### config.mk
export PLATFORM = sky130hd
export DESIGN_NAME = obc_shift_accumulator
export DESIGN_NICKNAME = d
export VERILOG_FILES = /design/src/rtl/obc_shift_accumulator.sv
export SDC_FILE = /design/constraint.sdc
export NUM_CORES = 1
export LEC_CHECK = 0
export CAP_MARGIN = 20
export CORE_ASPECT_RATIO = 1.4
export CORE_MARGIN = 2
export CORE_UTILIZATION = 55
export CTS_CLUSTER_DIAMETER = 120
export DETAILED_ROUTE_END_ITERATION = 6
export PLACE_DENSITY = 0.87
export SETUP_SLACK_MARGIN = 0.2
export SLEW_MARGIN = 30
export SYNTH_ARGS = -nofsm -noshare
export SYNTH_HDL_FRONTEND = slang
export SYNTH_SLANG_ARGS = --single-unit
### constraint.sdc
create_clock -name clk -period 3.9 [get_ports clk]
set_clock_uncertainty 0.1 [all_clocks]
set_input_delay 0.975 -clock clk [delete_from_list [all_inputs] [get_ports clk]]
set_output_delay 0.975 -clock clk [all_outputs]
set_load 0.02 [all_outputs]
### src/rtl/obc_shift_accumulator.sv
// -----------------------------------------------------------------------------
// obc_shift_accumulator
//
// Shift-accumulator that sits behind the OBC coefficient ROM bank in the
// 16-point DFT datapath. It converts one output word per conversion.
//
// Each cycle the four ROM words for the current bit plane are summed into a
// partial sum P. P is accumulated LSB-first with a right shift per plane. On
// the sign-bit plane P is subtracted instead, and the OBC offset term is added.
// The result is narrowed to ROM_W bits.
//
// Parameters
//   DATA_W  bit planes per conversion (sample word width, >= 2)
//   ROM_W   ROM word width and result width
//   ACC_W   accumulator width, >= ROM_W+3
//
// Ports
//   clk           rising-edge clock
//   rst_n         asynchronous active-low reset; aborts a running conversion
//   start         one-cycle pulse; accepted only while idle
//   offset_in     signed OBC offset, latched when start is accepted
//   rom_in0..3    signed ROM words for the presented bit_sel (combinational)
//   bit_sel       bit-plane index to the upstream slicer (0 = LSB, 0 in idle)
//   busy          high from the accepted start until the result is written
//   result        signed output word, held until the next conversion ends
//   result_valid  one-cycle pulse on the edge that updates result
//
// Build option
//   OBC_ACC_SAT_EN  defined:   the final sum clamps to the signed ROM_W range
//                   undefined: the final sum wraps (low ROM_W bits)
// -----------------------------------------------------------------------------
//
// state    | meaning
// ---------+----------------------------------------------------------------
// ST_IDLE  | waiting for start; bit_sel held at 0, busy low
// ST_ACCUM | one cycle per bit plane; last plane writes result and returns
//
module obc_shift_accumulator #(
  parameter int DATA_W = 8,
  parameter int ROM_W  = 32,
  parameter int ACC_W  = 35
) (
  input  logic                      clk,
  input  logic                      rst_n,
  input  logic                      start,
  input  logic signed [ROM_W-1:0]   offset_in,
  input  logic signed [ROM_W-1:0]   rom_in0,
  input  logic signed [ROM_W-1:0]   rom_in1,
  input  logic signed [ROM_W-1:0]   rom_in2,
  input  logic signed [ROM_W-1:0]   rom_in3,
  output logic [$clog2(DATA_W)-1:0] bit_sel,
  output logic                      busy,
  output logic signed [ROM_W-1:0]   result,
  output logic                      result_valid
);

  localparam int SEL_W = $clog2(DATA_W);
  localparam logic [SEL_W-1:0] LAST_SEL = SEL_W'(DATA_W - 1);

  typedef enum logic [0:0] {
    ST_IDLE  = 1'b0,
    ST_ACCUM = 1'b1
  } state_e;

  state_e                   state_q, state_d;
  logic signed [ACC_W-1:0]  acc_q, acc_d;
  logic [SEL_W-1:0]         bit_sel_q, bit_sel_d;
  logic                     busy_q, busy_d;
  logic signed [ROM_W-1:0]  result_q, result_d;
  logic                     result_valid_q, result_valid_d;
  logic signed [ROM_W-1:0]  offset_q, offset_d;

  function automatic logic signed [ACC_W-1:0] sext_rom(input logic signed [ROM_W-1:0] w);
    return {{(ACC_W-ROM_W){w[ROM_W-1]}}, w};
  endfunction

  // Partial sum of the four ROM words for the plane currently on bit_sel.
  logic signed [ACC_W-1:0] p_sum;
  assign p_sum = sext_rom(rom_in0) + sext_rom(rom_in1)
               + sext_rom(rom_in2) + sext_rom(rom_in3);

  // acc + P can exceed ACC_W by one bit before the halving, so the add is done
  // one bit wider. Dropping the LSB of the wide sum is exactly the arithmetic
  // right shift by one (floor), and the halved value always fits back in ACC_W.
  logic signed [ACC_W:0]   acc_ext, p_ext, acc_sum;
  logic signed [ACC_W-1:0] acc_plane;

  assign acc_ext   = {acc_q[ACC_W-1], acc_q};
  assign p_ext     = {p_sum[ACC_W-1], p_sum};
  assign acc_sum   = acc_ext + p_ext;
  assign acc_plane = acc_sum[ACC_W:1];

  // Final value on the sign-bit plane: acc - P + offset, narrowed to ROM_W.
  logic signed [ROM_W-1:0] res_final;

`ifdef OBC_ACC_SAT_EN
  localparam logic signed [ACC_W:0] RES_MAX = {{(ACC_W-ROM_W+2){1'b0}}, {(ROM_W-1){1'b1}}};
  localparam logic signed [ACC_W:0] RES_MIN = {{(ACC_W-ROM_W+2){1'b1}}, {(ROM_W-1){1'b0}}};

  logic signed [ACC_W:0] off_ext, fin_sum;

  // One extra bit keeps acc - P + offset exact before the range check.
  assign off_ext = {{(ACC_W+1-ROM_W){offset_q[ROM_W-1]}}, offset_q};
  assign fin_sum = acc_ext - p_ext + off_ext;

  always_comb begin
    res_final = fin_sum[ROM_W-1:0];
    if (fin_sum > RES_MAX) begin
      res_final = {1'b0, {(ROM_W-1){1'b1}}};
    end else if (fin_sum < RES_MIN) begin
      res_final = {1'b1, {(ROM_W-1){1'b0}}};
    end
  end
`else
  // Wrapping only needs the low ROM_W bits, and those are unaffected by the
  // upper accumulator bits, so the subtraction is done at ROM_W width.
  assign res_final = acc_q[ROM_W-1:0] - p_sum[ROM_W-1:0] + offset_q;
`endif

  always_comb begin
    state_d        = state_q;
    acc_d          = acc_q;
    bit_sel_d      = bit_sel_q;
    busy_d         = busy_q;
    result_d       = result_q;
    result_valid_d = 1'b0;
    offset_d       = offset_q;

    case (state_q)
      ST_IDLE: begin
        if (start) begin
          offset_d  = offset_in;
          acc_d     = '0;
          bit_sel_d = '0;
          busy_d    = 1'b1;
          state_d   = ST_ACCUM;
        end
      end

      ST_ACCUM: begin
        if (bit_sel_q == LAST_SEL) begin
          // A start seen on this edge is dropped: state is still ACCUM here.
          result_d       = res_final;
          result_valid_d = 1'b1;
          busy_d         = 1'b0;
          bit_sel_d      = '0;
          state_d        = ST_IDLE;
        end else begin
          acc_d     = acc_plane;
          bit_sel_d = bit_sel_q + 1'b1;
        end
      end

      default: begin
        state_d   = ST_IDLE;
        busy_d    = 1'b0;
        bit_sel_d = '0;
      end
    endcase
  end

  always_ff @(posedge clk or negedge rst_n) begin
    if (!rst_n) begin
      state_q        <= ST_IDLE;
      acc_q          <= '0;
      bit_sel_q      <= '0;
      busy_q         <= 1'b0;
      result_q       <= '0;
      result_valid_q <= 1'b0;
      offset_q       <= '0;
    end else begin
      state_q        <= state_d;
      acc_q          <= acc_d;
      bit_sel_q      <= bit_sel_d;
      busy_q         <= busy_d;
      result_q       <= result_d;
      result_valid_q <= result_valid_d;
      offset_q       <= offset_d;
    end
  end

  assign bit_sel      = bit_sel_q;
  assign busy         = busy_q;
  assign result       = result_q;
  assign result_valid = result_valid_q;

endmodule

==> impl_metrics.json, run 1 <==
{
  "die_h_um": 177.3,
  "dp_slack_ns": -3.415,
  "overflow": 328,
  "synth_area_mm2": 0.01181,
  "ctsLongestPathBuffers": 2,
  "ioPinCount": 200,
  "io_buffers": 199,
  "avgSynthCellArea_um2": 8.823,
  "synth_cell_types": 79,
  "htreeDepth": 3,
  "synth_nets": 1708,
  "async_reset_ff_share_pct": 100.0,
  "error": "[ERROR GRT-0232] Routing congestion too high. Check the congestion heatmap in the GUI.",
  "dp_cells": 2087,
  "syn_inst": 1338,
  "chipWidth_um": 127.8,
  "ys_seq_area_share_pct": 22.26,
  "yosys_warnings": 0,
  "cts_root_buffer": "clkbuf_16",
  "gp_congestion": 0.9966,
  "cts_hold_buf": 0,
  "cts_made_buffers": 9,
  "postGrtWorstEndpoint": "result[30]$_DFFE_PN0P_/D",
  "synth_top_flop_cell": "dfrtp_1",
  "start_util_pct": 55.88,
  "rows": 63,
  "worstEpCategory": "register data pin",
  "ys_ff_latch": 105,
  "cts_sinks": 105,
  "haltStage": "5_1_grt",
  "hpwl_mm": 31.68,
  "grtUsageTotal_pct": 85.10,
  "status": "aborted with a tool error",
  "synth_edf_count": 0,
  "grt_max_degree": 64
}
[per-layer routing]
| layer | GRT usage [%] | GRT overflow |
|---|---|---|
| met1 | 80.39 | 1 |
| met2 | 100.6 | 213 |
| met3 | 72.78 | 2 |
| met4 | 92.12 | 111 |
| met5 | 40.50 | 1 |
[stage by stage]
stage | hold slack, ns | TNS [ns] | instance area (um2)
floorplan | 0.3551 | -83.58 | 12660
global placement | 0.3610 | -147.80 | 17260
detailed placement | 0.3703 | -156.53 | 17260
CTS | 0.3863 | -108.33 | 18920
[repair_timing]
| item | CTS |
|---|---|
| buffers inserted | 62 |
| resized for setup | 317 |
| pin swaps | 195 |
| setup endpoints to repair | 65 |
[cell families after synthesis]
kind of cell	count (synthesis)	share of synthesized area [%]
AOI/OAI and AO/OA	359	19.48
and+or+nand+nor	292	12.32
buffers and inverters	254	8.076
adders and majority gates	207	28.11
DFF	105	22.26
xor gates and xnor gates	82	6.084
muxes	39	3.678
[Yosys cell counts (29+ instances only)]
cell type	instances	area [um2]
fa_1	97	1942
clkbuf_1	29	108.9
mux2_2	35	394.1
inv_1	221	829.6
xnor2_1	44	385.4
o21ai_0	100	500.5
dfrtp_1	105	2628
xor2_1	38	332.8
nor2_1	46	172.7
a21oi_1	90	450.4
nand2_1	103	386.6
a21o_1	44	330.3
ha_1	110	1376
==> run 2, diff against run 1 <==
--- a/config.mk
+++ b/config.mk
@@ -6,13 +6,10 @@
 export NUM_CORES = 1
 export LEC_CHECK = 0
 export CAP_MARGIN = 20
-export CORE_ASPECT_RATIO = 1.4
 export CORE_MARGIN = 2
-export CORE_UTILIZATION = 55
-export CTS_CLUSTER_DIAMETER = 120
+export CORE_UTILIZATION = 40
 export DETAILED_ROUTE_END_ITERATION = 6
-export PLACE_DENSITY = 0.87
-export SETUP_SLACK_MARGIN = 0.2
+export PLACE_DENSITY_LB_ADDON = 0.15
 export SLEW_MARGIN = 30
 export SYNTH_ARGS = -nofsm -noshare
 export SYNTH_HDL_FRONTEND = slang
==> run 2 against run 1 <==
Net effect: synthesized area did not move; the flow now finishes, with violations (negative setup slack); synthesized cell count did not move.
==> impl_metrics.json, run 2 <==
{
  "gp_congestion": 0.9933,
  "chipWidth_um": 175.8,
  "largest_register_ffs": 35,
  "regToRegSetupSlack_ns": 0.48,
  "cts_hold_buf": 0,
  "htreeDepth": 3,
  "start_kind": "input port",
  "synth_edf_count": 0,
  "n_antenna_cell": 0,
  "drive_gt1_share_pct": 41.86,
  "yosys_warnings": 0,
  "avgSynthCellArea_um2": 8.823,
  "dr_total_vias": 11570,
  "area_growth_pct": 67.21,
  "core_area_mm2": 0.02886,
  "synth_cell_types": 79,
  "yosys-top-cells-area": "dfrtp_1 22%, fa_1 16%, ha_1 12%, inv_1 7.0%, o21ai_0 4.2%",
  "drc": 0,
  "r2r_start": "acc_q[1]$_DFFE_PN0P_",
  "r2r_cells": 11,
  "layout_commonest_cell": "buf_4",
  "ys_seq_area_share_pct": 22.26,
  "design_area_mm2": 0.01974,
  "clk_pin_slew_ns": 0.08,
  "fin_setup_tns_ns": -99.50,
  "io_buffers": 199,
  "ant_nets": 0,
  "setup_viol": 60,
  "synth_top_area_share_pct": 22.26,
  "finalCriticalPeriod_ns": 6.227,
  "hpwl_mm": 28.13,
  "rows": 62,
  "mostFrequentLayoutCells": "332 x buf_4, 171 x inv_1, 151 x clkdlybuf4s50_1",
  "fill_cells": 2241,
  "multi_input_area_mm2": 0.01057,
  "drt_pass1_iterations": 5,
  "worstPathMaxFanout": 3,
  "crit_type": "in -> reg",
  "ys_ff_latch": 105,
  "synth_top_flop_cell": "dfrtp_1",
  "relSlewSlack_pct": 60.93,
  "fin_hold_ws_ns": 0.3845,
  "min_path_cells": 2,
  "rsz0062_at_grt": "true",
  "tightestPinTransition_ns": 0.5861,
  "fmax_mhz": 160.6,
  "post_drt_wl_per_cell_um": 16.08,
  "grt_pass1_wl_mm": 58.26,
  "synth_nets": 1708,
  "drv_cap": 0,
  "start_util_pct": 40.91,
  "nets": 2257,
  "drt_wl_total_mm": 36.60,
  "critPathArrivalTime_ns": 6.37,
  "die_h_um": 175.8,
  "cpPeakStageDelay_ns": 0.51,
  "critical_path.endpoint_type": "register",
  "antenna_found_initial": 0,
  "clk_latency_ns": 0.36,
  "cts_tree": "done",
  "post_dp_cell_area_mm2": 0.01731,
  "yosysMostFrequentCell": "inv_1",
  "async_reset_ff_share_pct": 100.0,
  "grt_max_degree": 60,
  "yosysTopAreaCell": "dfrtp_1",
  "overflow": 0,
  "regMostFlops": "acc_q",
  "violations": "negative setup slack",
  "min_period_over_period_pct": 159.7,
  "slowest_stage": "fa_1",
  "grtUsageTotal_pct": 23.43,
  "min_from": "result[1]$_DFFE_PN0P_",
  "viasPerCell": 5.085,
  "synth_area_mm2": 0.01181,
  "hold_path_class": "reg -> reg",
  "min_to": "result[1]$_DFFE_PN0P_",
  "r2r_end": "result[31]$_DFFE_PN0P_",
  "cts_root_buffer": "clkbuf_16",
  "dieArea_mm2": 0.03090,
  "seqCellArea_mm2": 0.002628,
  "critPathRequiredTime_ns": 4.04,
  "final_hold_viol_count": 0,
  "setup_slack_ns": -2.327,
  "syn_inst": 1338,
  "status": "finished with violations",
  "slew_violations": 0,
  "ioPinCount": 200,
  "ctsLongestPathBuffers": 2,
  "drt_iter0_markers": 533,
  "cts_sinks": 105,
  "cts_made_buffers": 9,
  "synth_common_cells": "221 x inv_1, 110 x ha_1, 105 x dfrtp_1",
  "grt_pass1_vias": 11910
}
-- run 2: cell counts after synthesis --
Identical to the previous run, type by type.
-- run 2: through the flow --
step / setup WS (ns) / utilization [%] / cells
global placement: -3.204 / 59.98 / 2199
finish: -2.327 / 68.40 / 2276
floorplan: -2.204 / - / 1338
detailed placement: -3.329 / 59.98 / 2199
CTS: -2.274 / 65.55 / 2256
global route: -2.512 / 68.40 / 2276
-- run 2: worst max path at each step --
stage / slack (ns) / depth (start not counted) / start / end
after floorplan: -2.20 / 23 / rom_in2[4] / result[31]$_DFFE_PN0P_
after global placement: -3.20 / 23 / rom_in0[5] / result[30]$_DFFE_PN0P_
after detailed placement: -3.33 / 23 / rom_in0[5] / result[30]$_DFFE_PN0P_
after CTS: -2.27 / 24 / rom_in1[1] / result[30]$_DFFE_PN0P_
after global routing: -2.51 / 25 / rom_in2[1] / result[31]$_DFFE_PN0P_
final: -2.33 / 27 / rom_in2[1] / result[31]$_DFFE_PN0P_
-- run 2: logic make-up after synthesis --
group	count (synthesis)	synth area share, %
AOI/OAI and AO/OA	359	19.48
xor gates and xnor gates	82	6.084
adders and majority gates	207	28.11
buffers and inverters	254	8.076
DFF	105	22.26
muxes	39	3.678
and+or+nand+nor	292	12.32
-- run 2: repair_timing --
item                                    in CTS  in global routing
pin swaps                                  207                156
gates resized for setup                    327                169
setup buffers                               45                 27
endpoints found under the setup margin      65                 61
-- run 2: metal layers --
layer / vias to the layer above / wire length, um / track usage, %
li1: 5643 / - / -
met1: 5588 / 16570 / 31.73
met2: 296 / 17700 / 40.21
met3: 46 / 1478 / 1.861
met4: 0 / 855 / 6.749
met5: - / 0 / 0
-- run 2: worst max-delay path: cells and delay by family --
family,cells,cell delay (ns)
buf+inv,6,0.62
xor+xnor,1,0.18
compound gates,10,1.71
fa+ha+maj,6,2.25
simple gates,4,0.61
-- run 2: layout make-up --
type,instances,share of cell area (%)
sequential,105,13.31
timing repair buffer,570,24.73
inverter,222,4.367
clock inverter,6,0.3740
clock buffer,10,1.211
multi-input combinational,979,53.57
tap,384,2.434
Power of run 2 is not shown: default switching activity piles up to over one toggle a cycle in this logic, so the estimate is an artifact.
==> run 3, diff against run 2 <==
--- a/config.mk
+++ b/config.mk
@@ -5,6 +5,7 @@
 export SDC_FILE = /design/constraint.sdc
 export NUM_CORES = 1
 export LEC_CHECK = 0
+export ABC_AREA = 1
 export CAP_MARGIN = 20
 export CORE_MARGIN = 2
 export CORE_UTILIZATION = 40
==> run 3 against run 2 <==
Net effect: the flow still finishes with violations (negative setup slack); design area increased by 20%; non-clock buffer count increased by 35; sequential cell count unchanged.
==> impl_metrics.json, run 3 <==
{
  "chipWidth_um": 186.1,
  "synth_cell_types": 44,
  "regToRegSetupSlack_ns": 1.15,
  "r2r_cells": 15,
  "min_to": "result[17]$_DFFE_PN0P_",
  "grt_max_degree": 58,
  "yosys-top-cells-area": "dfrtp_1 20%, nand2_1 19%, fa_1 15%, inv_1 11%, ha_1 10%",
  "ctsLongestPathBuffers": 2,
  "grt_pass1_wl_mm": 79.98,
  "clk_pin_slew_ns": 0.08,
  "start_util_pct": 40.67,
  "synth_nets": 2369,
  "rows": 66,
  "regMostFlops": "acc_q",
  "io_buffers": 199,
  "cts_made_buffers": 9,
  "finish.utilization_pct": 72.52,
  "rsz0062_at_grt": "true",
  "finalCriticalPeriod_ns": 5.185,
  "synth_top_area_share_pct": 19.81,
  "avgSynthCellArea_um2": 6.637,
  "post_drt_wl_per_cell_um": 17.10,
  "synth_area_mm2": 0.01327,
  "start_kind": "input port",
  "cts_sinks": 105,
  "setup_viol": 62,
  "dp_cells": 2949,
  "die_h_um": 186.1,
  "largest_register_ffs": 35,
  "synth_common_cells": "669 x nand2_1, 392 x inv_1, 142 x nor2_1",
  "slew_violations": 0,
  "antenna_found_initial": 0,
  "critical_path.endpoint_type": "register",
  "ys_seq_area_share_pct": 19.81,
  "drt_wl_total_mm": 52.05,
  "n_antenna_cell": 0,
  "grtUsageTotal_pct": 29.95,
  "critPathRequiredTime_ns": 4.06,
  "drv_cap": 0,
  "gp_congestion": 0.9612,
  "cts_root_buffer": "clkbuf_16",
  "setup_slack_ns": -1.285,
  "core_area_mm2": 0.03262,
  "r2r_start": "acc_q[1]$_DFFE_PN0P_",
  "synth_edf_count": 0,
  "ant_nets": 0,
  "hold_path_class": "reg -> reg",
  "min_from": "result[17]$_DFFE_PN0P_",
  "dieArea_mm2": 0.03464,
  "drc": 0,
  "cts_hold_buf": 0,
  "fmax_mhz": 192.9,
  "dp_slack_ns": -2.328,
  "cts_tree": "done",
  "drive_gt1_share_pct": 48.58,
  "min_path_cells": 2,
  "crit_type": "in -> reg",
  "layout_commonest_cell": "nand2_1",
  "final_hold_viol_count": 0,
  "dr_total_vias": 15090,
  "clk_latency_ns": 0.38,
  "nets": 2967,
  "grt_pass1_vias": 15250,
  "mostFrequentLayoutCells": "466 x nand2_1, 331 x buf_4, 247 x inv_1",
  "synth_top_flop_cell": "dfrtp_1",
  "min_period_over_period_pct": 133.0,
  "htreeDepth": 3,
  "status": "finished with violations",
  "r2r_end": "result[22]$_DFFE_PN0P_",
  "viasPerCell": 4.956,
  "drt_iter0_markers": 648,
  "overflow": 0,
  "async_reset_ff_share_pct": 100.0,
  "relSlewSlack_pct": 47.54,
  "critPathArrivalTime_ns": 5.35,
  "tightestPinTransition_ns": 0.7820,
  "drt_pass1_iterations": 7,
  "fin_cells": 3044,
  "ys_ff_latch": 105,
  "syn_inst": 1999,
  "ioPinCount": 200,
  "hpwl_mm": 40.18,
  "yosysMostFrequentCell": "nand2_1",
  "area_growth_pct": 78.32,
  "worstPathMaxFanout": 4,
  "violations": "negative setup slack",
  "yosys_warnings": 0,
  "yosysTopAreaCell": "dfrtp_1"
}
-- run 3: worst max-delay path by stage --
stage                     depth (start not counted)                     end  startpoint
after global routing                             29  result[28]$_DFFE_PN0P_  rom_in1[1]
after global placement                           26  result[17]$_DFFE_PN0P_  rom_in2[1]
final                                            28  result[25]$_DFFE_PN0P_  rom_in1[1]
after detailed placement                         26  result[17]$_DFFE_PN0P_  rom_in2[1]
after floorplan                                  24  result[17]$_DFFE_PN0P_  rom_in2[1]
after CTS                                        29  result[28]$_DFFE_PN0P_  rom_in1[1]
-- run 3: per-layer routing --
| metal | vias to the layer above | routed length, um | global-route usage [%] |
|---|---|---|---|
| li1 | 7374 | - | - |
| met3 | 71 | 2076 | 3.326 |
| met5 | - | 0 | 0 |
| met2 | 373 | 26110 | 52.91 |
| met4 | 0 | 1354 | 8.063 |
| met1 | 7267 | 22510 | 38.80 |
-- run 3: worst max-delay path, stage by stage --
cell and delay (ns):
buf_6 0.07, inv_2 0.03, fa_1 0.48, fa_1 0.52, inv_2 0.05, ha_4 0.16
fa_2 0.40, nand3_2 0.11, nand2_4 0.08, nand3_4 0.10, nand2_4 0.07, nand3_4 0.09
nand2_4 0.09, xor2_1 0.16, buf_4 0.15, inv_2 0.05, fa_2 0.45, ha_4 0.35
nand2_4 0.09, nor2_4 0.12, inv_4 0.06, nor3_4 0.19, buf_6 0.16, nand3_4 0.08
nand2_2 0.07, nand2_2 0.05, nand3_2 0.05, nand2_1 0.06
-- run 3: final cells by class --
cell class	count	area, um2
clock buffer	11	252.7
clock inverter	5	45.04
fill	2566	8962
inverter	394	1521
multi-input combinational	1482	13480
sequential	105	2628
tap	442	553.0
timing repair buffer	605	5180
-- run 3: repair_timing --
action	CTS	global route
resized for setup	800	330
setup buffers	55	30
pin swaps	395	215
endpoints found under the setup margin	65	63
-- run 3: per-stage QoR --
stage	TNS [ns]	area (um2)	hold WS, ns
floorplan	-40.56	14370	0.3555
global placement	-114.92	19330	0.3561
detailed placement	-115.91	19330	0.3601
CTS	-55.02	22520	0.3770
global route	-67.14	23660	0.3957
finish	-57.98	23660	0.3756
-- run 3: cells by family (layout without fill, tap and decap cells) --
group                      Yosys count  count (layout)  share of synthesized area [%]
AOI/OAI and AO/OA                  241             241                          9.828
buffers and inverters              412            1015                          11.71
xor gates and xnor gates            44              44                          2.961
adders and majority gates          207             207                          25.01
DFF                                105             105                          19.81
and+or+nand+nor                    990             990                          30.68
Power of run 3 is left out for the same reason.
==> run 4, diff against run 3 <==
--- a/config.mk
+++ b/config.mk
@@ -6,6 +6,7 @@
 export NUM_CORES = 1
 export LEC_CHECK = 0
 export ABC_AREA = 1
+export ABC_CLOCK_PERIOD_IN_PS = 3900
 export CAP_MARGIN = 20
 export CORE_MARGIN = 2
 export CORE_UTILIZATION = 40
==> results of run 4 <==
Final layout, timing and power as in run 3 (identical DEF).
Power of run 4 is left out for the same reason.
